==> src/rtl/rb_arb_pkg.sv <==
// -----------------------------------------------------------------------------
// rb_arb_pkg
// Shared types and constants for the register-bank access arbiter.
//   rb_state_e : arbiter FSM states (IDLE, ACCESS, RESP)
//   RW_READ / RW_WRITE : encoding of the rw / RB_RW direction bits
//   RB_AW_DEF / RB_DW_DEF : default bank address / data widths
// -----------------------------------------------------------------------------
package rb_arb_pkg;

  localparam int RB_AW_DEF = 3;
  localparam int RB_DW_DEF = 18;

  localparam logic RW_READ  = 1'b1;
  localparam logic RW_WRITE = 1'b0;

  typedef enum logic [1:0] {
    IDLE   = 2'd0,
    ACCESS = 2'd1,
    RESP   = 2'd2
  } rb_state_e;

endpackage

==> src/rtl/rb_access_arbiter_if.sv <==
// -----------------------------------------------------------------------------
// rb_access_arbiter_if
// Bundles the two requester handshakes, the shared read-data return and the
// single-port register bank controls.
//   Requester n (n = 0,1): reqn, rwn, addrn, wdatan -> arbiter; gntn, rvalidn <- arbiter
//   rdata, busy            : arbiter -> requesters
//   RB_RW, RB_A, RB_D      : arbiter -> bank
//   RB_Q                   : bank -> arbiter
// Modports: slave = arbiter side, master = requester/bank side.
// -----------------------------------------------------------------------------
interface rb_access_arbiter_if
  import rb_arb_pkg::*;
#(
  parameter int AW = RB_AW_DEF,
  parameter int DW = RB_DW_DEF
) ();

  logic          req0;
  logic          rw0;
  logic [AW-1:0] addr0;
  logic [DW-1:0] wdata0;
  logic          gnt0;
  logic          rvalid0;

  logic          req1;
  logic          rw1;
  logic [AW-1:0] addr1;
  logic [DW-1:0] wdata1;
  logic          gnt1;
  logic          rvalid1;

  logic [DW-1:0] rdata;
  logic          busy;

  logic          RB_RW;
  logic [AW-1:0] RB_A;
  logic [DW-1:0] RB_D;
  logic [DW-1:0] RB_Q;

  modport slave (
    input  req0, rw0, addr0, wdata0,
    input  req1, rw1, addr1, wdata1,
    input  RB_Q,
    output gnt0, rvalid0, gnt1, rvalid1,
    output rdata, busy,
    output RB_RW, RB_A, RB_D
  );

  modport master (
    output req0, rw0, addr0, wdata0,
    output req1, rw1, addr1, wdata1,
    output RB_Q,
    input  gnt0, rvalid0, gnt1, rvalid1,
    input  rdata, busy,
    input  RB_RW, RB_A, RB_D
  );

endinterface

==> src/rtl/rb_rr_pick.sv <==
// -----------------------------------------------------------------------------
// rb_rr_pick
// Combinational two-way picker.
//   req0, req1 : pending requests
//   last       : index granted most recently (round-robin build only)
//   win        : index of the winning requester
//   vld        : at least one request is pending
// Build option: RB_ARB_FIXED_PRIO_EN -> requester 0 always wins a tie and the
// last-grant input does not exist.
// -----------------------------------------------------------------------------
module rb_rr_pick (
  input  logic req0,
  input  logic req1,
`ifndef RB_ARB_FIXED_PRIO_EN
  input  logic last,
`endif
  output logic win,
  output logic vld
);

  // Winner selection; a tie goes to the requester not granted last.
  always_comb begin
    win = 1'b0;
    vld = req0 | req1;
    if (req0 && req1) begin
`ifdef RB_ARB_FIXED_PRIO_EN
      win = 1'b0;
`else
      win = ~last;
`endif
    end else if (req1) begin
      win = 1'b1;
    end else begin
      win = 1'b0;
    end
  end

endmodule

==> src/rtl/rb_access_arbiter.sv <==
// -----------------------------------------------------------------------------
// rb_access_arbiter
// Shares one single-port register bank between two requesters, one access in
// flight at a time. All outputs are registered.
//   clk, rst : system clock, synchronous active-high reset
//   bus      : rb_access_arbiter_if.slave (requester handshakes, rdata, busy,
//              bank controls RB_RW/RB_A/RB_D, bank read data RB_Q)
// Timing: arbitration in IDLE or RESP, bank cycle in ACCESS (gnt high), read
// data returned in RESP (rvalid high). RB_Q is sampled at the clock edge that
// closes ACCESS, i.e. the bank read data for RB_A presented during ACCESS.
// Build option: RB_ARB_FIXED_PRIO_EN -> fixed priority to requester 0, no
// last-grant pointer.
// -----------------------------------------------------------------------------
module rb_access_arbiter
  import rb_arb_pkg::*;
#(
  parameter int AW = RB_AW_DEF,
  parameter int DW = RB_DW_DEF
) (
  input logic              clk,
  input logic              rst,
  rb_access_arbiter_if.slave bus
);

  rb_state_e     state_r, next_state_s;

  logic          rb_rw_r,   rb_rw_s;
  logic [AW-1:0] rb_a_r,    rb_a_s;
  logic [DW-1:0] rb_d_r,    rb_d_s;
  logic          gnt0_r,    gnt0_s;
  logic          gnt1_r,    gnt1_s;
  logic          rvalid0_r, rvalid0_s;
  logic          rvalid1_r, rvalid1_s;
  logic [DW-1:0] rdata_r,   rdata_s;
  logic          busy_r,    busy_s;
  logic          owner_r,   owner_s;   // requester served by the access in flight

`ifndef RB_ARB_FIXED_PRIO_EN
  logic          last_r,    last_s;    // index granted most recently
`endif

  logic          pick_win_s;
  logic          pick_vld_s;
  logic          arb_go_s;

  rb_rr_pick u_pick (
    .req0 (bus.req0),
    .req1 (bus.req1),
`ifndef RB_ARB_FIXED_PRIO_EN
    .last (last_r),
`endif
    .win  (pick_win_s),
    .vld  (pick_vld_s)
  );

  // Next-state and next-output logic.
  always_comb begin
    next_state_s = state_r;
    rb_rw_s      = RW_READ;
    rb_a_s       = rb_a_r;
    rb_d_s       = rb_d_r;
    gnt0_s       = 1'b0;
    gnt1_s       = 1'b0;
    rvalid0_s    = 1'b0;
    rvalid1_s    = 1'b0;
    rdata_s      = rdata_r;
    busy_s       = 1'b0;
    owner_s      = owner_r;
`ifndef RB_ARB_FIXED_PRIO_EN
    last_s       = last_r;
`endif
    arb_go_s     = 1'b0;

    case (state_r)
      IDLE: begin
        arb_go_s = 1'b1;
      end
      ACCESS: begin
        if (rb_rw_r == RW_WRITE) begin
          next_state_s = IDLE;
        end else begin
          // Read: bank data for the presented address is taken now so it is
          // registered and valid together with rvalid in RESP.
          next_state_s = RESP;
          busy_s       = 1'b1;
          rdata_s      = bus.RB_Q;
          if (owner_r) begin
            rvalid1_s = 1'b1;
          end else begin
            rvalid0_s = 1'b1;
          end
        end
      end
      RESP: begin
        arb_go_s = 1'b1;
      end
      default: begin
        next_state_s = IDLE;
      end
    endcase

    // RESP overlaps the next arbitration, giving one access per two cycles.
    if (arb_go_s) begin
      if (pick_vld_s) begin
        next_state_s = ACCESS;
        busy_s       = 1'b1;
        owner_s      = pick_win_s;
`ifndef RB_ARB_FIXED_PRIO_EN
        last_s       = pick_win_s;
`endif
        if (pick_win_s) begin
          rb_rw_s = bus.rw1;
          rb_a_s  = bus.addr1;
          rb_d_s  = bus.wdata1;
          gnt1_s  = 1'b1;
        end else begin
          rb_rw_s = bus.rw0;
          rb_a_s  = bus.addr0;
          rb_d_s  = bus.wdata0;
          gnt0_s  = 1'b1;
        end
      end else begin
        next_state_s = IDLE;
      end
    end else begin
      owner_s = owner_r;
    end
  end

  // State and registered-output update with synchronous reset.
  always_ff @(posedge clk) begin
    if (rst) begin
      state_r   <= IDLE;
      rb_rw_r   <= RW_READ;
      rb_a_r    <= {AW{1'b0}};
      rb_d_r    <= {DW{1'b0}};
      gnt0_r    <= 1'b0;
      gnt1_r    <= 1'b0;
      rvalid0_r <= 1'b0;
      rvalid1_r <= 1'b0;
      rdata_r   <= {DW{1'b0}};
      busy_r    <= 1'b0;
      owner_r   <= 1'b0;
`ifndef RB_ARB_FIXED_PRIO_EN
      last_r    <= 1'b1;
`endif
    end else begin
      state_r   <= next_state_s;
      rb_rw_r   <= rb_rw_s;
      rb_a_r    <= rb_a_s;
      rb_d_r    <= rb_d_s;
      gnt0_r    <= gnt0_s;
      gnt1_r    <= gnt1_s;
      rvalid0_r <= rvalid0_s;
      rvalid1_r <= rvalid1_s;
      rdata_r   <= rdata_s;
      busy_r    <= busy_s;
      owner_r   <= owner_s;
`ifndef RB_ARB_FIXED_PRIO_EN
      last_r    <= last_s;
`endif
    end
  end

  assign bus.RB_RW   = rb_rw_r;
  assign bus.RB_A    = rb_a_r;
  assign bus.RB_D    = rb_d_r;
  assign bus.gnt0    = gnt0_r;
  assign bus.gnt1    = gnt1_r;
  assign bus.rvalid0 = rvalid0_r;
  assign bus.rvalid1 = rvalid1_r;
  assign bus.rdata   = rdata_r;
  assign bus.busy    = busy_r;

endmodule
==> src/flat_wrapper.sv <==
// flat-port wrapper written by rule: the top's interface ports become plain ports
module rb_access_arbiter_flat import rb_arb_pkg::*;
#(
  parameter int AW = RB_AW_DEF,
  parameter int DW = RB_DW_DEF
)
  (clk, rst, bus_req0, bus_rw0, bus_addr0, bus_wdata0, bus_req1, bus_rw1, bus_addr1, bus_wdata1, bus_RB_Q, bus_gnt0, bus_rvalid0, bus_gnt1, bus_rvalid1, bus_rdata, bus_busy, bus_RB_RW, bus_RB_A, bus_RB_D);
  rb_access_arbiter_if #(.AW(AW), .DW(DW)) bus_i ();
  input logic clk;
  input logic rst;
  input wire logic [$bits(bus_i.req0)-1:0] bus_req0;
  input wire logic [$bits(bus_i.rw0)-1:0] bus_rw0;
  input wire logic [$bits(bus_i.addr0)-1:0] bus_addr0;
  input wire logic [$bits(bus_i.wdata0)-1:0] bus_wdata0;
  input wire logic [$bits(bus_i.req1)-1:0] bus_req1;
  input wire logic [$bits(bus_i.rw1)-1:0] bus_rw1;
  input wire logic [$bits(bus_i.addr1)-1:0] bus_addr1;
  input wire logic [$bits(bus_i.wdata1)-1:0] bus_wdata1;
  input wire logic [$bits(bus_i.RB_Q)-1:0] bus_RB_Q;
  output wire logic [$bits(bus_i.gnt0)-1:0] bus_gnt0;
  output wire logic [$bits(bus_i.rvalid0)-1:0] bus_rvalid0;
  output wire logic [$bits(bus_i.gnt1)-1:0] bus_gnt1;
  output wire logic [$bits(bus_i.rvalid1)-1:0] bus_rvalid1;
  output wire logic [$bits(bus_i.rdata)-1:0] bus_rdata;
  output wire logic [$bits(bus_i.busy)-1:0] bus_busy;
  output wire logic [$bits(bus_i.RB_RW)-1:0] bus_RB_RW;
  output wire logic [$bits(bus_i.RB_A)-1:0] bus_RB_A;
  output wire logic [$bits(bus_i.RB_D)-1:0] bus_RB_D;
  assign bus_i.req0 = bus_req0;
  assign bus_i.rw0 = bus_rw0;
  assign bus_i.addr0 = bus_addr0;
  assign bus_i.wdata0 = bus_wdata0;
  assign bus_i.req1 = bus_req1;
  assign bus_i.rw1 = bus_rw1;
  assign bus_i.addr1 = bus_addr1;
  assign bus_i.wdata1 = bus_wdata1;
  assign bus_i.RB_Q = bus_RB_Q;
  assign bus_gnt0 = bus_i.gnt0;
  assign bus_rvalid0 = bus_i.rvalid0;
  assign bus_gnt1 = bus_i.gnt1;
  assign bus_rvalid1 = bus_i.rvalid1;
  assign bus_rdata = bus_i.rdata;
  assign bus_busy = bus_i.busy;
  assign bus_RB_RW = bus_i.RB_RW;
  assign bus_RB_A = bus_i.RB_A;
  assign bus_RB_D = bus_i.RB_D;
  rb_access_arbiter #(.AW(AW), .DW(DW)) u_core (.clk(clk), .rst(rst), .bus(bus_i));
endmodule
==> config.mk <==
export PLATFORM = sky130hd
export DESIGN_NAME = rb_access_arbiter_flat
export DESIGN_NICKNAME = d
export VERILOG_FILES = /design/src/rtl/rb_arb_pkg.sv /design/src/rtl/rb_access_arbiter_if.sv /design/src/rtl/rb_rr_pick.sv /design/src/rtl/rb_access_arbiter.sv /design/src/flat_wrapper.sv
export SDC_FILE = /design/constraint.sdc
export NUM_CORES = 1
export LEC_CHECK = 0
export BUFFER_PORTS_ARGS = -buffer_cell sky130_fd_sc_hd__buf_4
export CORE_ASPECT_RATIO = 0.7
export CORE_MARGIN = 2
export CORE_UTILIZATION = 46
export DETAILED_ROUTE_END_ITERATION = 6
export GPL_ROUTABILITY_DRIVEN = 0
export PLACE_DENSITY = 0.82
export SETUP_SLACK_MARGIN = 0.02
export SLEW_MARGIN = 20
export SYNTH_ARGS = -nofsm -noshare
export SYNTH_HDL_FRONTEND = slang
export SYNTH_SLANG_ARGS = --single-unit
==> constraint.sdc <==
create_clock -name clk -period 3.2 [get_ports clk]
set_clock_uncertainty 0.05 [all_clocks]
set_input_delay 0.48 -clock clk [delete_from_list [all_inputs] [get_ports clk]]
set_output_delay 0.48 -clock clk [all_outputs]
set_load 0.02 [all_outputs]
==> flow_summary.yaml, run 1 <==
outcome:
  status: "complete, no violations"
routing:
  routed_wl_um: 4900
  met1_length_um: 2170
  ant_nets: 0
  drc_errors: 0
  dr.pass1.iters: 4
  routedWlPerCell_um: 12.9
  topRoutingLayerUsed: "met4"
  vias: 1878
  vias_per_cell: 4.94
  route.met3.wl_um: 334
  first_iter_violations: 69
  wl_met2_um: 2300
timing:
  worstMarginPinSlew_ns: 1.02
  slew_headroom_pct: 31.6
  fin_crit_ns: 1.68
  hold_viol_final: 0
  rsz0062_at_grt: "false"
  setup_viol: 0
  max_clock_freq_ghz: 0.594
  setup_tns_ns: 0
  fin_ws_ns: 1.52
  fin_crit_sh_pct: 52.6
  drv_slew: 0
cells_and_area:
  drive_above_1_share_pct: 37.8
  final_area_um2: 2780
  fillers: 323
  multiInputGateArea_um2: 817
  antennaDiodeCount: 0
  seq_area_um2: 981
  layout-area-overhead-vs-synth_pct: 44.9
  nets: 393
critical_path:
  cp-end-kind: "flop"
  cp-start-kind: "flop"
  path_max_fanout: 21
  crit_type: "reg -> reg"
  worst_ep_required_time_ns: 3.40
  cp_data_arrival_time_ns: 1.89
floorplanning:
  core_um2: 3970
  initial_utilization_pct: 48.3
  num_io_pins: 111
  row_count: 19
  die-area_um2: 4710
  die-height_um: 58.0
  die_w_um: 81.2
clock_tree:
  cts_tree: "built"
  hold_buffers: 0
  htreeDepth: 2
  cts_resized: 0
  cts.clk_slew.worst_paths_ns: 0.09
  insertion_delay_ns: 0.30
  clock_sinks: 49
  clockRootBuffer: "clkbuf_8"
  cts_buffer_depth: 2
  postCtsSetupBuffers: 0
  cts_buffers: 5
power:
  ir_drop_uv: 278
  p_clk_share_pct: 26.0
  p_leak_nw: 1.29
  p_comb_share_pct: 23.8
  pwr-share-seq_pct: 50.2
  p_int_mw: 0.962
  p_sw_mw: 0.405
  switching_share_pct: 29.6
  pwr_density_cell_nw_per_um2: 492
job:
  max-cap-violations: 0
global_route:
  first_global_vias: 1718
  grt_overflow: 0
  grt_max_degree: 49
  antenna_found_initial: 0
  grt_pass1_wl_um: 7550
  grt_use_total_pct: 20.8
synth:
  synthesis.nets: 294
  synthFlopType: "dfxtp_1"
  syn_inst: 228
  yosys_register_bits: 49
  ys_warn_count: 0
  synth_area_um2: 1920
  ys_async_sr_fraction_pct: 0
  synth_edf_count: 0
  syn_avg_cell_area_um2: 8.41
  yosysSeqAreaShare_pct: 51.1
  ys_types: 26
worst_hold_path:
  hp-class: "in -> reg"
placed_design:
  pre_cts_slack_ns: 1.22
  dp_hpwl_um: 3420
  placed_area_um2: 2690
  portBuffers: 110
[critical path: stages, from the launching register on]
cell and delay (ns):
dfxtp_1 0.48, nand3b_1 0.63, nor2_1 0.32, and2_1 0.15
[sequential cells by signal, summed over array words and instances, names as in the netlist]
register	flops
u_core.bus.gnt0	1
u_core.bus.RB_D	18
u_core.bus.RB_RW	1
u_core.owner_r	1
u_core.bus.rvalid0	1
u_core.bus.RB_A	3
u_core.bus.gnt1	1
u_core.bus.rdata	18
u_core.bus.busy	1
u_core.bus.rvalid1	1
u_core.state_r	2
u_core.last_r	1
[metal layers]
metal  vias to the layer above  track usage [%]
li1                        963                -
met1                       846             25.5
met2                        59             35.4
met3                        10             4.83
met4                         0             8.72
met5                         -                0
[path summary, 6_finish.rpt]
check	from	endpoint	slack [ns]	cells past startpoint
setup / recovery	u_core.state_r[0]$_SDFF_PP0_	u_core.bus.rvalid1$_SDFF_PP0_	1.52	3
hold reg to reg	u_core.bus.rdata[7]$_SDFFE_PP0P_	u_core.bus.rdata[7]$_SDFFE_PP0P_	0.41	2
setup reg to reg	u_core.state_r[0]$_SDFF_PP0_	u_core.bus.rvalid1$_SDFF_PP0_	1.52	3
hold / removal	bus_rw1	u_core.bus.RB_RW$_SDFF_PP1_	0.36	3
[cells in the final DEF, fill, tap and decap left out]
cell type,n
clkinv_2,2
a2bb2oi_1,1
clkinvlp_4,1
a21boi_4,1
a211oi_2,2
o21ba_2,1
o32ai_1,1
o21bai_2,1
and2_1,1
inv_1,1
a211oi_1,19
and3b_1,1
buf_4,110
nand2b_1,1
nand3b_1,1
nor2b_1,1
nor2_1,26
a21oi_1,40
a221o_1,1
a21bo_4,1
nand2_1,58
nor3_1,3
dfxtp_1,49
clkbuf_8,5
[through the flow]
stage          cells  hold WS [ns]  total power, mW  util [%]
6_report         380         0.362             1.37      70.0
5_1_grt          380         0.346             1.44      70.0
4_1_cts          380         0.346             1.38      70.0
3_5_place_dp     372         0.398             1.03      67.8
3_3_place_gp     372         0.386             1.02      67.8
2_1_floorplan    228         0.367            0.884         -
[final cells by class]
type	instances	share of cell area (%)
flip-flops and latches	49	35.3
well taps	52	2.34
repair buffers	110	29.7
multi-input cells	160	29.4
inverters	1	0.135
clock inverters	3	0.630
clock buffers	5	2.48
[cells by family after synthesis]
kind of cell	count (synthesis)	synth area share [%]
AND/OR/NAND/NOR	92	19.0
AO/OA/AOI/OAI	68	23.5
flip-flops	49	51.1
buffers and inverters	19	6.26
[synth_stat cells (2+ instances only)]
cell type	instances	area share, %
nor3_1	3	0.78
nor2_1	26	5.1
a211oi_1	19	7.4
a21oi_1	40	10
buf_2	2	0.52
clkbuf_1	5	0.98
nand2_1	58	11
dfxtp_1	49	51
buf_4	6	2.3
a211oi_2	2	1.3
buf_6	3	1.8
[power groups by stage]
stage          Combinational (mW)  Clock [mW]  Sequential, mW
6_report                    0.326       0.355           0.686
5_1_grt                     0.354       0.391           0.691
3_5_place_dp                0.328           0           0.700
2_1_floorplan               0.134           0           0.750
3_3_place_gp                0.323           0           0.698
4_1_cts                     0.328       0.362           0.686
(Power assumes the default switching activity.)
==> run 2, diff against run 1 <==
--- a/config.mk
+++ b/config.mk
@@ -8,10 +8,10 @@
 export BUFFER_PORTS_ARGS = -buffer_cell sky130_fd_sc_hd__buf_4
 export CORE_ASPECT_RATIO = 0.7
 export CORE_MARGIN = 2
-export CORE_UTILIZATION = 46
+export CORE_UTILIZATION = 39
 export DETAILED_ROUTE_END_ITERATION = 6
 export GPL_ROUTABILITY_DRIVEN = 0
-export PLACE_DENSITY = 0.82
+export PLACE_DENSITY = 0.73
 export SETUP_SLACK_MARGIN = 0.02
 export SLEW_MARGIN = 20
 export SYNTH_ARGS = -nofsm -noshare
==> constraint.sdc (replaced) <==
create_clock -name clk -period 1.36 [get_ports clk]
set_clock_uncertainty 0.05 [all_clocks]
set_input_delay 0.204 -clock clk [delete_from_list [all_inputs] [get_ports clk]]
set_output_delay 0.204 -clock clk [all_outputs]
set_load 0.02 [all_outputs]
==> run 2 against run 1 <==
Compared with the run above:
- critical path depth did not move
- core utilization fell by 7.7 points
- sequential power rose by 130%
- largest power group unchanged
- highest routed layer unchanged
- die area rose by 17%
- clock-buffer cell count did not move
==> flow_summary.yaml, run 2 (synthesis results as in run 1) <==
cells_and_area:
  mostFrequentLayoutCell: "buf_4"
  nets: 404
  seq_area_um2: 982
  multiInputGateArea_um2: 817
  layout-area-overhead-vs-synth_pct: 54.5
  final_cell_mix: "buf_4 (117), nand2_1 (58), dfxtp_1 (48)"
  antennaDiodeCount: 0
  fillers: 432
  drive_above_1_share_pct: 40.1
routing:
  ant_nets: 0
  vias_per_cell: 4.73
  routedWlPerCell_um: 12.4
  drc_errors: 0
  dr.pass1.iters: 4
  routed_wl_um: 5060
  first_iter_violations: 96
  vias: 1929
placed_design:
  portBuffers: 110
  dp_hpwl_um: 3660
timing:
  hold_viol_final: 0
  worstMarginPinSlew_ns: 0.318
  rsz0062_at_grt: "false"
  holdWs_ns: 0.0835
  setup_viol: 0
  max_clock_freq_ghz: 0.836
  slew_headroom_pct: 78.8
  fin_crit_ns: 1.20
  setup_tns_ns: 0
  drv_slew: 0
  fin_crit_sh_pct: 88.0
critical_path:
  crit_path_cell_trace: "a21bo_4 > nand2_1 > a211oi_1"
  crit_slowest_cell: "dfxtp_1"
  worstSetupStartpoint: "u_core.last_r$_SDFFE_PP1P_"
  cp-start-kind: "flop"
  path_max_fanout: 24
  r2r-start: "u_core.last_r$_SDFFE_PP1P_"
  max_stage_delay_ns: 0.42
  cp-end-kind: "flop"
  cp_data_arrival_time_ns: 1.36
  crit_type: "reg -> reg"
  worst_ep_required_time_ns: 1.53
job:
  max-cap-violations: 0
floorplanning:
  die-area_um2: 5500
  num_io_pins: 111
  die-height_um: 62.7
  initial_utilization_pct: 40.3
  core_um2: 4760
  die_w_um: 87.8
  row_count: 21
clock_tree:
  cts_resized: 0
  clock_sinks: 49
  cts_tree: "built"
  hold_buffers: 0
  clockRootBuffer: "clkbuf_8"
  cts.clk_slew.worst_paths_ns: 0.10
  cts_buffer_depth: 2
  postCtsSetupBuffers: 0
  insertion_delay_ns: 0.30
  htreeDepth: 2
  cts_buffers: 5
global_route:
  grt_overflow: 0
  grt_use_total_pct: 18.7
  first_global_vias: 1816
  antenna_found_initial: 0
  grt_pass1_wl_um: 8270
  grt_max_degree: 31
power:
  p_leak_nw: 1.37
  pwr_density_cell_nw_per_um2: 1180
  ir_drop_uv: 660
outcome:
  status: "complete, no violations"
worst_hold_path:
  holdCritStartpoint: "bus_RB_Q[11]"
  hp-class: "in -> reg"
run 2: cell count changes in the layout (fill, tap and decap cells not counted), sizes merged:
cell and delta:
buf +11, bufinv +1, clkinv -1
run 2: final timing paths:
kind / end / slack [ns] / cells after the start
setup / recovery: u_core.bus.RB_D[15]$_SDFFE_PP0P_ / 0.16 / 3
hold / removal: u_core.bus.rdata[11]$_SDFFE_PP0P_ / 0.08 / 3
setup reg to reg: u_core.bus.RB_D[15]$_SDFFE_PP0P_ / 0.16 / 3
hold reg to reg: u_core.bus.rvalid0$_SDFF_PP0_ / 0.41 / 1
run 2: per-layer routing:
| layer | track usage, % | part of all wire [%] |
|---|---|---|
| met1 | 24.6 | 48 |
| met2 | 30.6 | 45 |
| met3 | 3.57 | 5.6 |
| met4 | 6.35 | 1.2 |
| met5 | 0 | 0 |
run 2: where the power goes:
group	total, mW	internal [mW]	leakage, nW	switching [mW]
sequential	1.61	1.55	0.404	0.0613
clock	1.05	0.551	0.0543	0.504
combinational	0.840	0.417	0.911	0.423
total	3.51	2.52	1.37	0.988
run 2: area by class of cell:
| cell class | count | area share, % |
|---|---|---|
| Tap cell | 69 | 2.91 |
| Sequential cell | 49 | 33.2 |
| Clock inverter | 3 | 1.56 |
| Multi-Input combinational cell | 160 | 27.6 |
| Clock buffer | 5 | 2.32 |
| Timing Repair Buffer | 121 | 32.3 |
| Inverter | 1 | 0.127 |
run 2: critical path: cells and delay by family (launching register included):
kind / cells / cell delay (ns)
AOI/OAI and AO/OA: 2 / 0.55
DFF: 1 / 0.42
and+or+nand+nor: 1 / 0.09
run 2: stage by stage:
stage          utilization, %  setup WS, ns  std cells  area (um2)  power [mW]
5_1_grt                  62.3        0.0626        408        2960        3.68
4_1_cts                  62.3        0.0767        408        2960        3.54
3_3_place_gp             59.9         0.171        400        2850        2.48
3_5_place_dp             59.9         0.112        400        2850        2.49
6_report                 62.3         0.164        408        2960        3.51
2_1_floorplan               -         0.159        228        1920        2.08
